**src/rtl/xip_spi_ctrl_pkg.sv**
```systemverilog
// Shared constants, FSM state type and byte-order helper for the XIP SPI flash read controller.
package xip_pkg;

    localparam logic [7:0]  XIP_CMD_READ  = 8'h03;
    localparam int unsigned XIP_XFER_BITS = 64;

    typedef enum logic [1:0] {
        IDLE  = 2'd0,
        SHIFT = 2'd1,
        DONE  = 2'd2,
        GAP   = 2'd3
    } xip_state_e;

    // Flash returns bytes in address order; the first byte lands in the low lane.
    function automatic logic [31:0] xip_bswap32(input logic [31:0] v);
        return {v[7:0], v[15:8], v[23:16], v[31:24]};
    endfunction

endpackage

```
**src/rtl/xip_spi_ctrl_if.sv**
```systemverilog
// Request/response channel between the bus-side XIP bridge and the SPI flash controller.
interface xip_spi_ctrl_if;

    logic        req_valid;
    logic        req_ready;
    logic [23:0] req_addr;
    logic        rsp_valid;
    logic [31:0] rsp_data;

    modport master (output req_valid, req_addr, input req_ready, rsp_valid, rsp_data);
    modport slave  (input req_valid, req_addr, output req_ready, rsp_valid, rsp_data);

endinterface

```
**src/rtl/xip_spi_ctrl_sck_gen.sv**
```systemverilog
// SCK generator: CLK_DIV-cycle low then high phases while enabled, with a tick at the end of each high phase.
module xip_sck_gen #(
    parameter int unsigned CLK_DIV = 2
) (
    input  logic clk,
    input  logic rst,
    input  logic en,
    output logic fall_tick,
    output logic sck_o
);

    localparam int unsigned     HC_W    = $clog2(CLK_DIV) + 1;
    localparam logic [HC_W-1:0] HC_LAST = HC_W'(CLK_DIV - 1);

    logic [HC_W-1:0] hc_q, hc_d;
    logic            phase_q, phase_d;
    logic            sck_q;
    logic            half_end;

    assign half_end = (hc_q == HC_LAST);

    always_comb begin
        hc_d    = hc_q;
        phase_d = phase_q;
        if (!en) begin
            hc_d    = '0;
            phase_d = 1'b0;
        end else if (half_end) begin
            hc_d    = '0;
            phase_d = ~phase_q;
        end else begin
            hc_d = hc_q + 1'b1;
        end
    end

    // sck_q is the pad flop; it trails phase_q by one cycle like every other pad output.
    always_ff @(posedge clk) begin
        if (rst) begin
            hc_q    <= '0;
            phase_q <= 1'b0;
            sck_q   <= 1'b0;
        end else begin
            hc_q    <= hc_d;
            phase_q <= phase_d;
            sck_q   <= phase_q;
        end
    end

    assign fall_tick = en & phase_q & half_end;
    assign sck_o     = sck_q;

endmodule

```
**src/rtl/xip_spi_ctrl.sv**
```systemverilog
// Read-only SPI mode-0 flash controller: one READ (0x03) + 24-bit address, 32 data bits back per request.
module xip_spi_ctrl
    import xip_pkg::*;
#(
    parameter int unsigned CLK_DIV = 2,
    parameter int unsigned CS_GAP  = 2
) (
    input  logic                 clk,
    input  logic                 rst,
    xip_spi_ctrl_if.slave        bus,
    output logic                 xip_csn,
    output logic                 xip_clk,
    output logic                 xip_sdo,
    input  logic                 xip_sdi
);

    localparam int unsigned GAP_W = $clog2(CS_GAP + 1);

    xip_state_e       state_q, state_d;
    logic [63:0]      tx_q, tx_d;
    logic [31:0]      rx_q, rx_d;
    logic [6:0]       bit_cnt_q, bit_cnt_d;
    logic [GAP_W-1:0] gap_q, gap_d;
    logic             ready_q, csn_q, sdo_q, rsp_valid_q;
    logic [31:0]      rsp_data_q;
    logic             accept, fall_tick, sck_en;

    assign accept = bus.req_valid & ready_q;
    assign sck_en = (state_q == SHIFT);

    xip_sck_gen #(.CLK_DIV(CLK_DIV)) u_sck_gen (
        .clk       (clk),
        .rst       (rst),
        .en        (sck_en),
        .fall_tick (fall_tick),
        .sck_o     (xip_clk)
    );

    always_comb begin
        state_d   = state_q;
        tx_d      = tx_q;
        rx_d      = rx_q;
        bit_cnt_d = bit_cnt_q;
        gap_d     = gap_q;
        case (state_q)
            IDLE: begin
                if (accept) begin
                    state_d   = SHIFT;
                    tx_d      = {XIP_CMD_READ, bus.req_addr, 32'h0};
                    bit_cnt_d = '0;
                end
            end
            SHIFT: begin
                if (fall_tick) begin
                    rx_d      = {rx_q[30:0], xip_sdi};
                    tx_d      = {tx_q[62:0], 1'b0};
                    bit_cnt_d = bit_cnt_q + 7'd1;
                    if (bit_cnt_q == 7'(XIP_XFER_BITS - 1)) begin
                        state_d = DONE;
                    end
                end
            end
            DONE: begin
                state_d = GAP;
                gap_d   = '0;
            end
            GAP: begin
                if (gap_q == GAP_W'(CS_GAP - 1)) begin
                    state_d = IDLE;
                end else begin
                    gap_d = gap_q + 1'b1;
                end
            end
            default: state_d = IDLE;
        endcase
    end

    // Pad and response flops decode the current state, so they trail the FSM by one cycle;
    // ready is built from the next state so it never lags an accept.
    always_ff @(posedge clk) begin
        if (rst) begin
            state_q     <= IDLE;
            bit_cnt_q   <= '0;
            gap_q       <= '0;
            ready_q     <= 1'b1;
            csn_q       <= 1'b1;
            sdo_q       <= 1'b0;
            rsp_valid_q <= 1'b0;
            rsp_data_q  <= '0;
        end else begin
            state_q     <= state_d;
            bit_cnt_q   <= bit_cnt_d;
            gap_q       <= gap_d;
            ready_q     <= (state_d == IDLE);
            csn_q       <= (state_q != SHIFT);
            sdo_q       <= (state_q == SHIFT) & tx_q[63];
            rsp_valid_q <= (state_q == DONE);
            if (state_q == DONE) begin
                rsp_data_q <= xip_bswap32(rx_q);
            end
        end
    end

    always_ff @(posedge clk) begin
        tx_q <= tx_d;
        rx_q <= rx_d;
    end

    assign bus.req_ready = ready_q;
    assign bus.rsp_valid = rsp_valid_q;
    assign bus.rsp_data  = rsp_data_q;
    assign xip_csn       = csn_q;
    assign xip_sdo       = sdo_q;

endmodule

```
**src/flat_wrapper.sv**
```systemverilog
// flat-port wrapper written by rule: the top's interface ports become plain ports
module xip_spi_ctrl_flat import xip_pkg::*;
#(
    parameter int unsigned CLK_DIV = 2,
    parameter int unsigned CS_GAP  = 2
)
  (clk, rst, xip_csn, xip_clk, xip_sdo, xip_sdi, bus_req_valid, bus_req_addr, bus_req_ready, bus_rsp_valid, bus_rsp_data);
  xip_spi_ctrl_if bus_i ();
  input  logic clk;
  input  logic rst;
  output logic xip_csn;
  output logic xip_clk;
  output logic xip_sdo;
  input  logic xip_sdi;
  input wire logic [$bits(bus_i.req_valid)-1:0] bus_req_valid;
  input wire logic [$bits(bus_i.req_addr)-1:0] bus_req_addr;
  output wire logic [$bits(bus_i.req_ready)-1:0] bus_req_ready;
  output wire logic [$bits(bus_i.rsp_valid)-1:0] bus_rsp_valid;
  output wire logic [$bits(bus_i.rsp_data)-1:0] bus_rsp_data;
  assign bus_i.req_valid = bus_req_valid;
  assign bus_i.req_addr = bus_req_addr;
  assign bus_req_ready = bus_i.req_ready;
  assign bus_rsp_valid = bus_i.rsp_valid;
  assign bus_rsp_data = bus_i.rsp_data;
  xip_spi_ctrl #(.CLK_DIV(CLK_DIV), .CS_GAP(CS_GAP)) u_core (.clk(clk), .rst(rst), .bus(bus_i), .xip_csn(xip_csn), .xip_clk(xip_clk), .xip_sdo(xip_sdo), .xip_sdi(xip_sdi));
endmodule
```
**config.mk**
```make
export PLATFORM = sky130hd
export DESIGN_NAME = xip_spi_ctrl_flat
export DESIGN_NICKNAME = d
export VERILOG_FILES = /design/src/rtl/xip_spi_ctrl_pkg.sv /design/src/rtl/xip_spi_ctrl_if.sv /design/src/rtl/xip_spi_ctrl_sck_gen.sv /design/src/rtl/xip_spi_ctrl.sv /design/src/flat_wrapper.sv
export SDC_FILE = /design/constraint.sdc
export NUM_CORES = 1
export LEC_CHECK = 0
export CAP_MARGIN = 20
export CORE_MARGIN = 2
export CORE_UTILIZATION = 45
export CTS_CLUSTER_SIZE = 8
export DETAILED_ROUTE_END_ITERATION = 10
export MAX_ROUTING_LAYER = met4
export PLACE_DENSITY = 0.69
export SLEW_MARGIN = 20
export SYNTH_ARGS = -nofsm -noshare
export SYNTH_HDL_FRONTEND = slang
export SYNTH_SLANG_ARGS = --single-unit
```
**constraint.sdc**
```tcl
create_clock -name clk -period 6.25 [get_ports clk]
set_clock_uncertainty 0.15 [all_clocks]
set_input_delay 0.9375 -clock clk [delete_from_list [all_inputs] [get_ports clk]]
set_output_delay 0.9375 -clock clk [all_outputs]
set_load 0.05 [all_outputs]
```
==> reports/qor.txt, run 1 <==
area occupied by multi-input gates: 1170 um^2
largest net degree at the start of global routing: 52
Net Count, Synth: 410
TritonCTS Sinks: 115
Worst setup EP type: output pin
Hold Path Class: flop to flop
gr usage total: 16.2%
dpl cells: 535
CP arrival: 1.67 ns
fillcell total: 777
Relative slew margins: 37.5%
Final Cycle Share: 44.1%
minimum clock period: 2.76 ns
GP Congestion: 0.748
Final Instance Area: 5550 um^2
final antenna-violating net count: 0
fin cells: 567
Die Span Y: 101 um
# rows: 35
CP Launch Point: u_core.bus.rsp_data[25]
slew at the pin closest to its max-slew limit: 0.937 ns
I/O pin total: 65
Die ar.: 10,200 um^2
status: finished clean
fraction of registers with async set/reset: 0%
Area Growth Syn to Fin: 31.2%
overall power: 1.91 mW
via count: 2,759
Crit Path Class: flop to output pin
initial antenna violation count: 0
VDD IR max: 0.160 mV
clk slew on worst S/H paths: 0.06 ns
post-CTS sizing: 0
TritonCTS buffer count: 17
Yosys top cell by area: edfxtp_1
ratio of cells with drive above 1 in the final layout: 10.1%
H-tree depth: 4
Register Area: 2940 um^2
CTS tree: built
Slew Viols, Final: 0
Area after DPL: 4930 um^2
sw frac: 21.6%
Worst EP required: 5.16 ns
CP max stage delay: 0.81 ns
final hold violation count: 0
vias in the first global route: 2,569
DR pass1 iterations: 4
Yosys Warn Count: 0
Via density: 4.87
Root Buffer Master: clkbuf_8
first-pass GRT wire length: 12,200 um
synth top area cells: edfxtp_1 45%, dfxtp_1 24%, nand2_1 12%, a21oi_1 4.4%, clkbuf_1 1.5%
Syn Area/Cell: 11.2 um^2
Clock Latency Late Sink: 0.51 ns
Pint: 1.50 mW
Die Width: 101 um
Worst Min Path Start: u_core.u_sck_gen.hc_q[0]
library cells used by synthesis: 37
sequential share of power: 43.8%
post-synthesis sequential area ratio: 69.6%
Buf/Inv on CP: 1
cell area after synthesis: 4230 um^2
Final setup viols: 0
Cell Chain, Critical Path: clkdlybuf4s50_1
most frequent cell after synthesis: nand2_1
number of diodes: 0
Final Util: 60.3%
MaxCap Viol Count: 0
IO Port Bufs: 64
most frequent cells after synthesis: 137 x nand2_1, 64 x edfxtp_1, 51 x dfxtp_1
Detail Placement HPWL: 4440 um
Worst path top cell family by delay: buffers and inverters
Clk pwr share: 51.2%
Initial Util: 46.0%
Slowest-stage cell, CP: clkdlybuf4s50_1
P per Cell Area: 345 nW/um^2
Synth Flop Type: edfxtp_1
crit path launch type: flop
worst-case clock buffer depth: 2
Max Fclk: 0.363 GHz
total gr overflow: 0
hold buffers post-CTS: 0
DRC viols: 0
Psw: 0.414 mW
CP Max Fanout: 2
worst r2r src: u_core.state_q[0]
logic gate share of total power: 4.9%
final net count: 474
synthesized instance count: 379
RSZ-0062 raised after global routing: no
setup bufs post-CTS: 0
wire per inst: 13.0 um
core area: 9200 um^2
standby leakage power: 2.02 nW
DR iter-0 viols: 155
Detailed Route WL: 7390 um
Synth Register Bits: 115
top cell type's share of synthesized area: 45.5%
Setup TNS: 0 ns
EDFF count, synth: 64
-- worst register-to-register path, cell delays in order, from the launching register on --
cell and delay, ns:
dfxtp_1 0.43, nand4bb_1 0.62, nand2_1 0.19, buf_4 0.39
-- placed cells by master, fill, tap and decap left out, types with 3 or more instances in the layout --
master,Yosys,layout
clkinvlp_4,0,3
edfxtp_1,64,64
clkdlybuf4s50_1,0,63
nand2_1,137,137
nand3b_1,4,4
or3b_2,4,4
clkbuf_16,0,17
dfxtp_1,51,51
clkinv_4,0,4
bufinv_16,0,3
mux2i_1,4,4
ha_1,3,3
inv_1,6,6
a21oi_1,37,37
buf_4,1,3
nand3_1,6,6
nand2b_1,3,3
and2_1,8,8
nor2_1,5,5
-- routing by layer --
layer | vias to the layer above | GRT usage (%) | part of all wire (%)
met5 | - | - | 0
met4 | 0 | 6.76 | 1.6
met3 | 13 | 5.69 | 5.2
met2 | 76 | 24.2 | 46
met1 | 1256 | 20.2 | 47
li1 | 1414 | - | -
-- registers in the layout, indices dropped and copies added, names as in the netlist --
name / flops
u_core.u_sck_gen.hc_q: 2
u_core.bus.rsp_data: 32
u_core.u_sck_gen.phase_q: 1
u_core.bus.req_ready: 1
u_core.bus.rsp_valid: 1
u_core.rx_q: 32
u_core.xip_csn: 1
u_core.bit_cnt_q: 7
u_core.xip_sdo: 1
u_core.gap_q: 2
u_core.state_q: 2
u_core.tx_q: 32
u_core.u_sck_gen.sck_o: 1
-- cell type report --
class | instances | area share [%]
Inverter | 6 | 0.406
Multi-Input combinational cell | 236 | 21.1
Clock inverter | 14 | 3.16
Sequential cell | 115 | 53.1
Clock buffer | 18 | 7.92
Timing Repair Buffer | 67 | 11.9
Tap cell | 111 | 2.50
-- stage by stage --
stage	setup WS, ns	hold slack [ns]
after CTS	3.47	0.282
after floorplan	3.66	0.254
after detailed placement	3.24	0.274
after global routing	3.45	0.301
final	3.49	0.282
after global placement	3.30	0.262
-- cell families after synthesis --
group	share of synthesized area, %
adders and majority gates	0.888
buffers and inverters	2.81
DFF	69.6
xor gates and xnor gates	0.207
muxes	0.947
and+or+nand+nor	19.0
AOI/OAI and AO/OA	6.48
-- worst paths after layout --
path	to	slack, ns	depth (start not counted)
max	bus_rsp_data[25]	3.49	1
min	u_core.u_sck_gen.hc_q[0]	0.28	1
max reg2reg	u_core.tx_q[59]	4.11	3
min reg2reg	u_core.u_sck_gen.hc_q[0]	0.28	1
-- power groups by stage --
stage | sequential (mW) | combinational (mW) | clock (mW)
3_5_place_dp | 0.854 | 0.0949 | 0
3_3_place_gp | 0.854 | 0.0911 | 0
5_1_grt | 0.842 | 0.105 | 1.03
6_report | 0.839 | 0.0946 | 0.981
4_1_cts | 0.839 | 0.0961 | 1.00
2_1_floorplan | 0.856 | 0.0593 | 0
Power figures use the tool's default switching activity.
==> run 2: changes to the inputs <==
--- a/config.mk
+++ b/config.mk
@@ -11,7 +11,7 @@
 export CTS_CLUSTER_SIZE = 8
 export DETAILED_ROUTE_END_ITERATION = 10
 export MAX_ROUTING_LAYER = met4
-export PLACE_DENSITY = 0.69
+export PLACE_DENSITY = 0.71
 export SLEW_MARGIN = 20
 export SYNTH_ARGS = -nofsm -noshare
 export SYNTH_HDL_FRONTEND = slang
==> constraint.sdc (replaced) <==
create_clock -name clk -period 2.5 [get_ports clk]
set_clock_uncertainty 0.15 [all_clocks]
set_input_delay 0.375 -clock clk [delete_from_list [all_inputs] [get_ports clk]]
set_output_delay 0.375 -clock clk [all_outputs]
set_load 0.05 [all_outputs]
==> run 2 against run 1 <==
Effect of this change: routed wire length is 0.66% lower; worst hold slack worse by 0.0037 ns; setup slack worse by 3.2 ns; core utilization is 0.19 points higher; via count is 2.2% higher; critical path type unchanged; largest cell class unchanged; highest routed layer unchanged.
==> reports/qor.txt, run 2 (synthesized netlist as in run 1, its figures left out) <==
status: finished clean
Detail Placement HPWL: 4480 um (+1.0%)
dpl ws: 0.337 ns (-2.90 ns)
standby leakage power: 2.03 nW (+0.35%)
# rows: 35 (unchanged)
final hold violation count: 0 (unchanged)
VDD IR max: 0.552 mV (+240%)
Cell Chain, Critical Path: clkdlybuf4s50_1
clk slew on worst S/H paths: 0.06 ns (about the same)
post-CTS sizing: 0 (unchanged)
setup bufs post-CTS: 0 (unchanged)
setup ws final: 0.315 ns (-3.18 ns)
Die Span Y: 101 um (unchanged)
Die Width: 101 um (unchanged)
Hold Path Class: flop to flop
gr usage total: 16.1% (-0.12 points)
Setup TNS: 0 ns (unchanged)
Relative slew margins: 41.6% (+4.0 points)
total gr overflow: 0 (unchanged)
vias in the first global route: 2,575 (+0.23%)
worst-case clock buffer depth: 2 (unchanged)
final antenna-violating net count: 0 (unchanged)
GP Congestion: 0.747 (-0.20%)
fin cells: 570 (+0.53%)
final net count: 477 (+0.63%)
number of diodes: 0 (unchanged)
TritonCTS buffer count: 17 (unchanged)
most frequent cells in the layout: 137 x nand2_1, 64 x edfxtp_1, 63 x clkdlybuf4s50_1, 51 x dfxtp_1, 37 x a21oi_1
worst r2r src: u_core.state_q[0]
CP Max Fanout: 2 (unchanged)
wire per inst: 12.9 um (-1.2%)
ratio of cells with drive above 1 in the final layout: 10.5% (+0.37 points)
CP max stage delay: 0.81 ns (about the same)
Worst Min Path Start: u_core.u_sck_gen.hc_q[0]
Worst path top cell family by delay: buffers and inverters
Initial Util: 46.0% (unchanged)
CP arrival: 1.66 ns (about the same)
Clock Latency Late Sink: 0.50 ns (about the same)
DR iter-0 viols: 147 (-5.2%)
Detailed Route WL: 7350 um (-0.66%)
TritonCTS Sinks: 115 (unchanged)
crit path launch type: flop
fillcell total: 751 (-3.3%)
slew at the pin closest to its max-slew limit: 0.876 ns (-0.0605 ns)
Final Instance Area: 5560 um^2 (+0.32%)
H-tree depth: 4 (unchanged)
Via density: 4.95 (+1.7%)
Slew Viols, Final: 0 (unchanged)
core area: 9200 um^2 (unchanged)
CP Launch Point: u_core.bus.rsp_data[27]
commonest non-fill, non-tap cell in the layout: nand2_1
Root Buffer Master: clkbuf_8
minimum clock period: 2.19 ns
DR pass1 iterations: 4 (unchanged)
first-pass GRT wire length: 12,200 um (+0.52%)
P per Cell Area: 837 nW/um^2 (+140%)
RSZ-0062 raised after global routing: no
Slowest-stage cell, CP: clkdlybuf4s50_1
Worst setup EP type: output pin
I/O pin total: 65 (unchanged)
Worst EP required: 1.98 ns (-3.18 ns)
Max Fclk: 0.458 GHz
DRC viols: 0 (unchanged)
Die ar.: 10,200 um^2 (unchanged)
Buf/Inv on CP: 1 (unchanged)
Crit Path Class: flop to output pin
CTS tree: built
initial antenna violation count: 0 (unchanged)
IO Port Bufs: 64 (unchanged)
Final setup viols: 0 (unchanged)
largest net degree at the start of global routing: 52 (unchanged)
Area Growth Syn to Fin: 31.6%
final hold slack: 0.279 ns (-0.00369 ns)
dpl cells: 538 (+0.56%)
via count: 2,820 (+2.2%)
hold buffers post-CTS: 0 (unchanged)
MaxCap Viol Count: 0 (unchanged)
Final Cycle Share: 87.4%
Area after DPL: 4980 um^2 (+0.96%)
-- run 2: final timing paths --
path                                            endpoint  slack (ns)  depth (start not counted)
worst max-delay path                    bus_rsp_data[27]        0.31                          1
worst min-delay path            u_core.u_sck_gen.hc_q[0]        0.28                          1
worst max register to register  u_core.u_sck_gen.hc_q[1]        0.55                          4
worst min register to register  u_core.u_sck_gen.hc_q[0]        0.28                          1
-- run 2: final cells by class --
type,count,area [um^2],share of cell area [%]
timing repair buffer,70,706,12.7
tap,111,139,2.50
clock inverter,12,119,2.14
multi-input combinational,236,1170,21.0
inverter,6,22.5,0.405
sequential,115,2940,52.9
clock buffer,20,467,8.39
-- run 2: metal layers --
layer	GRT usage (%)	part of all wire, %
met5	-	0
met4	5.61	0.31
met3	5.48	5.5
met2	24.4	47
met1	20.3	47
-- run 2: per-stage QoR --
step,util [%],power [mW]
global route,60.5,4.82
global placement,54.1,2.37
floorplan,-,2.29
CTS,60.5,4.71
detailed placement,54.1,2.38
finish,60.5,4.65
-- run 2: power breakdown --
group          total [mW]  internal [mW]  switching (mW)
combinational       0.245          0.104           0.141
sequential           2.10           2.07          0.0251
clock                2.31           1.44           0.868
-- run 2: worst register-to-register path: cells and delay by family, from the launching register on --
family,cells,cell delay [ns]
buffers and inverters,1,0.13
flip-flops,1,0.57
AND/OR/NAND/NOR,3,1.02
==> run 3: changes to the inputs <==
--- a/config.mk
+++ b/config.mk
@@ -8,6 +8,7 @@
 export CAP_MARGIN = 20
 export CORE_MARGIN = 2
 export CORE_UTILIZATION = 45
+export CTS_BUF_LIST = sky130_fd_sc_hd__clkbuf_8
 export CTS_CLUSTER_SIZE = 8
 export DETAILED_ROUTE_END_ITERATION = 10
 export MAX_ROUTING_LAYER = met4
==> run 3 against run 2 <==
Effect of this change: design area is 3.1% lower; clock power is 25% lower; final cell count unchanged; via count decreased by 1.7%; flip-flop and latch count unchanged; critical path depth is the same; setup slack improved by 0.090 ns; die area unchanged; worst hold slack improved by 0.0028 ns; largest power group is now registers; highest routed layer unchanged.
==> reports/qor.txt, run 3 (synthesized netlist as in run 1, its figures left out) <==
first-pass GRT wire length: 12,000 um (-1.7%)
Clk pwr share: 42.5% (-7.2 points)
logic gate share of total power: 6.0% (+0.7 points)
DRC viols: 0 (unchanged)
Final Cycle Share: 83.8% (-3.6 points)
Crit Path Class: flop to output pin
TritonCTS Sinks: 115 (unchanged)
hold buffers post-CTS: 0 (unchanged)
GP Congestion: 0.747 (unchanged)
largest net degree at the start of global routing: 52 (unchanged)
Detailed Route WL: 7170 um (-2.4%)
standby leakage power: 1.95 nW (-4.0%)
Worst path top cell family by delay: buffers and inverters
Slowest-stage cell, CP: clkdlybuf4s50_1
crit path launch type: flop
CTS tree: built
DR iter-0 viols: 130 (-12%)
core area: 9200 um^2 (unchanged)
Slew Viols, Final: 0 (unchanged)
Via density: 4.86 (-1.7%)
Die Span Y: 101 um (unchanged)
Clock Latency Late Sink: 0.42 ns (-0.08 ns)
number of diodes: 0 (unchanged)
final net count: 477 (unchanged)
VDD IR max: 0.394 mV (-29%)
vias in the first global route: 2,594 (+0.74%)
Worst setup EP type: output pin
status: finished clean
clk slew on worst S/H paths: 0.07 ns (about the same)
ratio of cells with drive above 1 in the final layout: 10.5% (unchanged)
dpl ws: 0.337 ns (unchanged)
commonest non-fill, non-tap cell in the layout: nand2_1
via count: 2,772 (-1.7%)
Die Width: 101 um (unchanged)
Root Buffer Master: clkbuf_8
Final setup viols: 0 (unchanged)
final hold violation count: 0 (unchanged)
DR pass1 iterations: 4 (unchanged)
sequential share of power: 51.5% (+6.4 points)
setup bufs post-CTS: 0 (unchanged)
Detail Placement HPWL: 4480 um (unchanged)
wire per inst: 12.6 um (-2.4%)
CP max stage delay: 0.81 ns (about the same)
H-tree depth: 4 (unchanged)
CP arrival: 1.57 ns (-0.09 ns)
initial antenna violation count: 0 (unchanged)
setup ws final: 0.405 ns (+0.0904 ns)
worst-case clock buffer depth: 2 (unchanged)
Pint: 3.13 mW (-14%)
MaxCap Viol Count: 0 (unchanged)
Buf/Inv on CP: 1 (unchanged)
# rows: 35 (unchanged)
sw frac: 23.1% (+0.87 points)
P per Cell Area: 755 nW/um^2 (-9.8%)
TritonCTS buffer count: 17 (unchanged)
Initial Util: 46.0% (unchanged)
Relative slew margins: 39.8% (-1.8 points)
Cell Chain, Critical Path: clkdlybuf4s50_1
IO Port Bufs: 64 (unchanged)
total gr overflow: 0 (unchanged)
RSZ-0062 raised after global routing: no
Worst EP required: 1.98 ns (about the same)
Max Fclk: 0.477 GHz (+4.3%)
Hold Path Class: flop to flop
Die ar.: 10,200 um^2 (unchanged)
Area Growth Syn to Fin: 27.5%
minimum clock period: 2.09 ns (-0.0904 ns)
final antenna-violating net count: 0 (unchanged)
post-CTS sizing: 0 (unchanged)
Setup TNS: 0 ns (unchanged)
CP Max Fanout: 2 (unchanged)
gr usage total: 15.8% (-0.30 points)
Psw: 0.938 mW (-9.2%)
slew at the pin closest to its max-slew limit: 0.904 ns (+0.0271 ns)
most frequent cells in the layout: 137 x nand2_1, 64 x edfxtp_1, 63 x clkdlybuf4s50_1, 51 x dfxtp_1, 37 x a21oi_1
I/O pin total: 65 (unchanged)
run 3: power groups by stage:
stage	Clock [mW]	Combinational (mW)	Sequential, mW
2_1_floorplan	0	0.148	2.14
3_3_place_gp	0	0.240	2.13
3_5_place_dp	0	0.248	2.14
4_1_cts	1.78	0.249	2.10
5_1_grt	1.86	0.276	2.10
6_report	1.73	0.244	2.10
run 3: path summary, 6_finish.rpt:
check | startpoint | end | slack (ns) | cells after the start
setup / recovery | u_core.bus.rsp_data[16] | bus_rsp_data[16] | 0.41 | 1
hold / removal | u_core.u_sck_gen.hc_q[0] | u_core.u_sck_gen.hc_q[0] | 0.28 | 1
setup reg to reg | u_core.state_q[0] | u_core.u_sck_gen.hc_q[1] | 0.55 | 4
hold reg to reg | u_core.u_sck_gen.hc_q[0] | u_core.u_sck_gen.hc_q[0] | 0.28 | 1
run 3: per-stage QoR:
stage	cell area [um^2]	hold slack (ns)	total power, mW	cells	utilization, %
floorplan	4230	0.254	2.29	379	-
global placement	4980	0.262	2.37	538	54.1
detailed placement	4980	0.272	2.38	538	54.1
CTS	5390	0.282	4.13	570	58.6
global route	5390	0.302	4.23	570	58.6
finish	5390	0.281	4.07	570	58.6
run 3: cell type report:
type | count | area [um^2]
clock inverters | 13 | 149
inverters | 6 | 22.5
well taps | 111 | 139
clock buffers | 19 | 262
multi-input cells | 236 | 1170
flip-flops and latches | 115 | 2940
fillers | 774 | 3810
repair buffers | 70 | 706
run 3: layer usage:
| metal | wire [um] | vias to the layer above | GRT usage (%) |
|---|---|---|---|
| met4 | 22 | 0 | 5.61 |
| met1 | 3460 | 1276 | 20.3 |
| li1 | - | 1419 | - |
| met2 | 3290 | 75 | 23.2 |
| met3 | 398 | 2 | 5.69 |
| met5 | 0 | - | - |
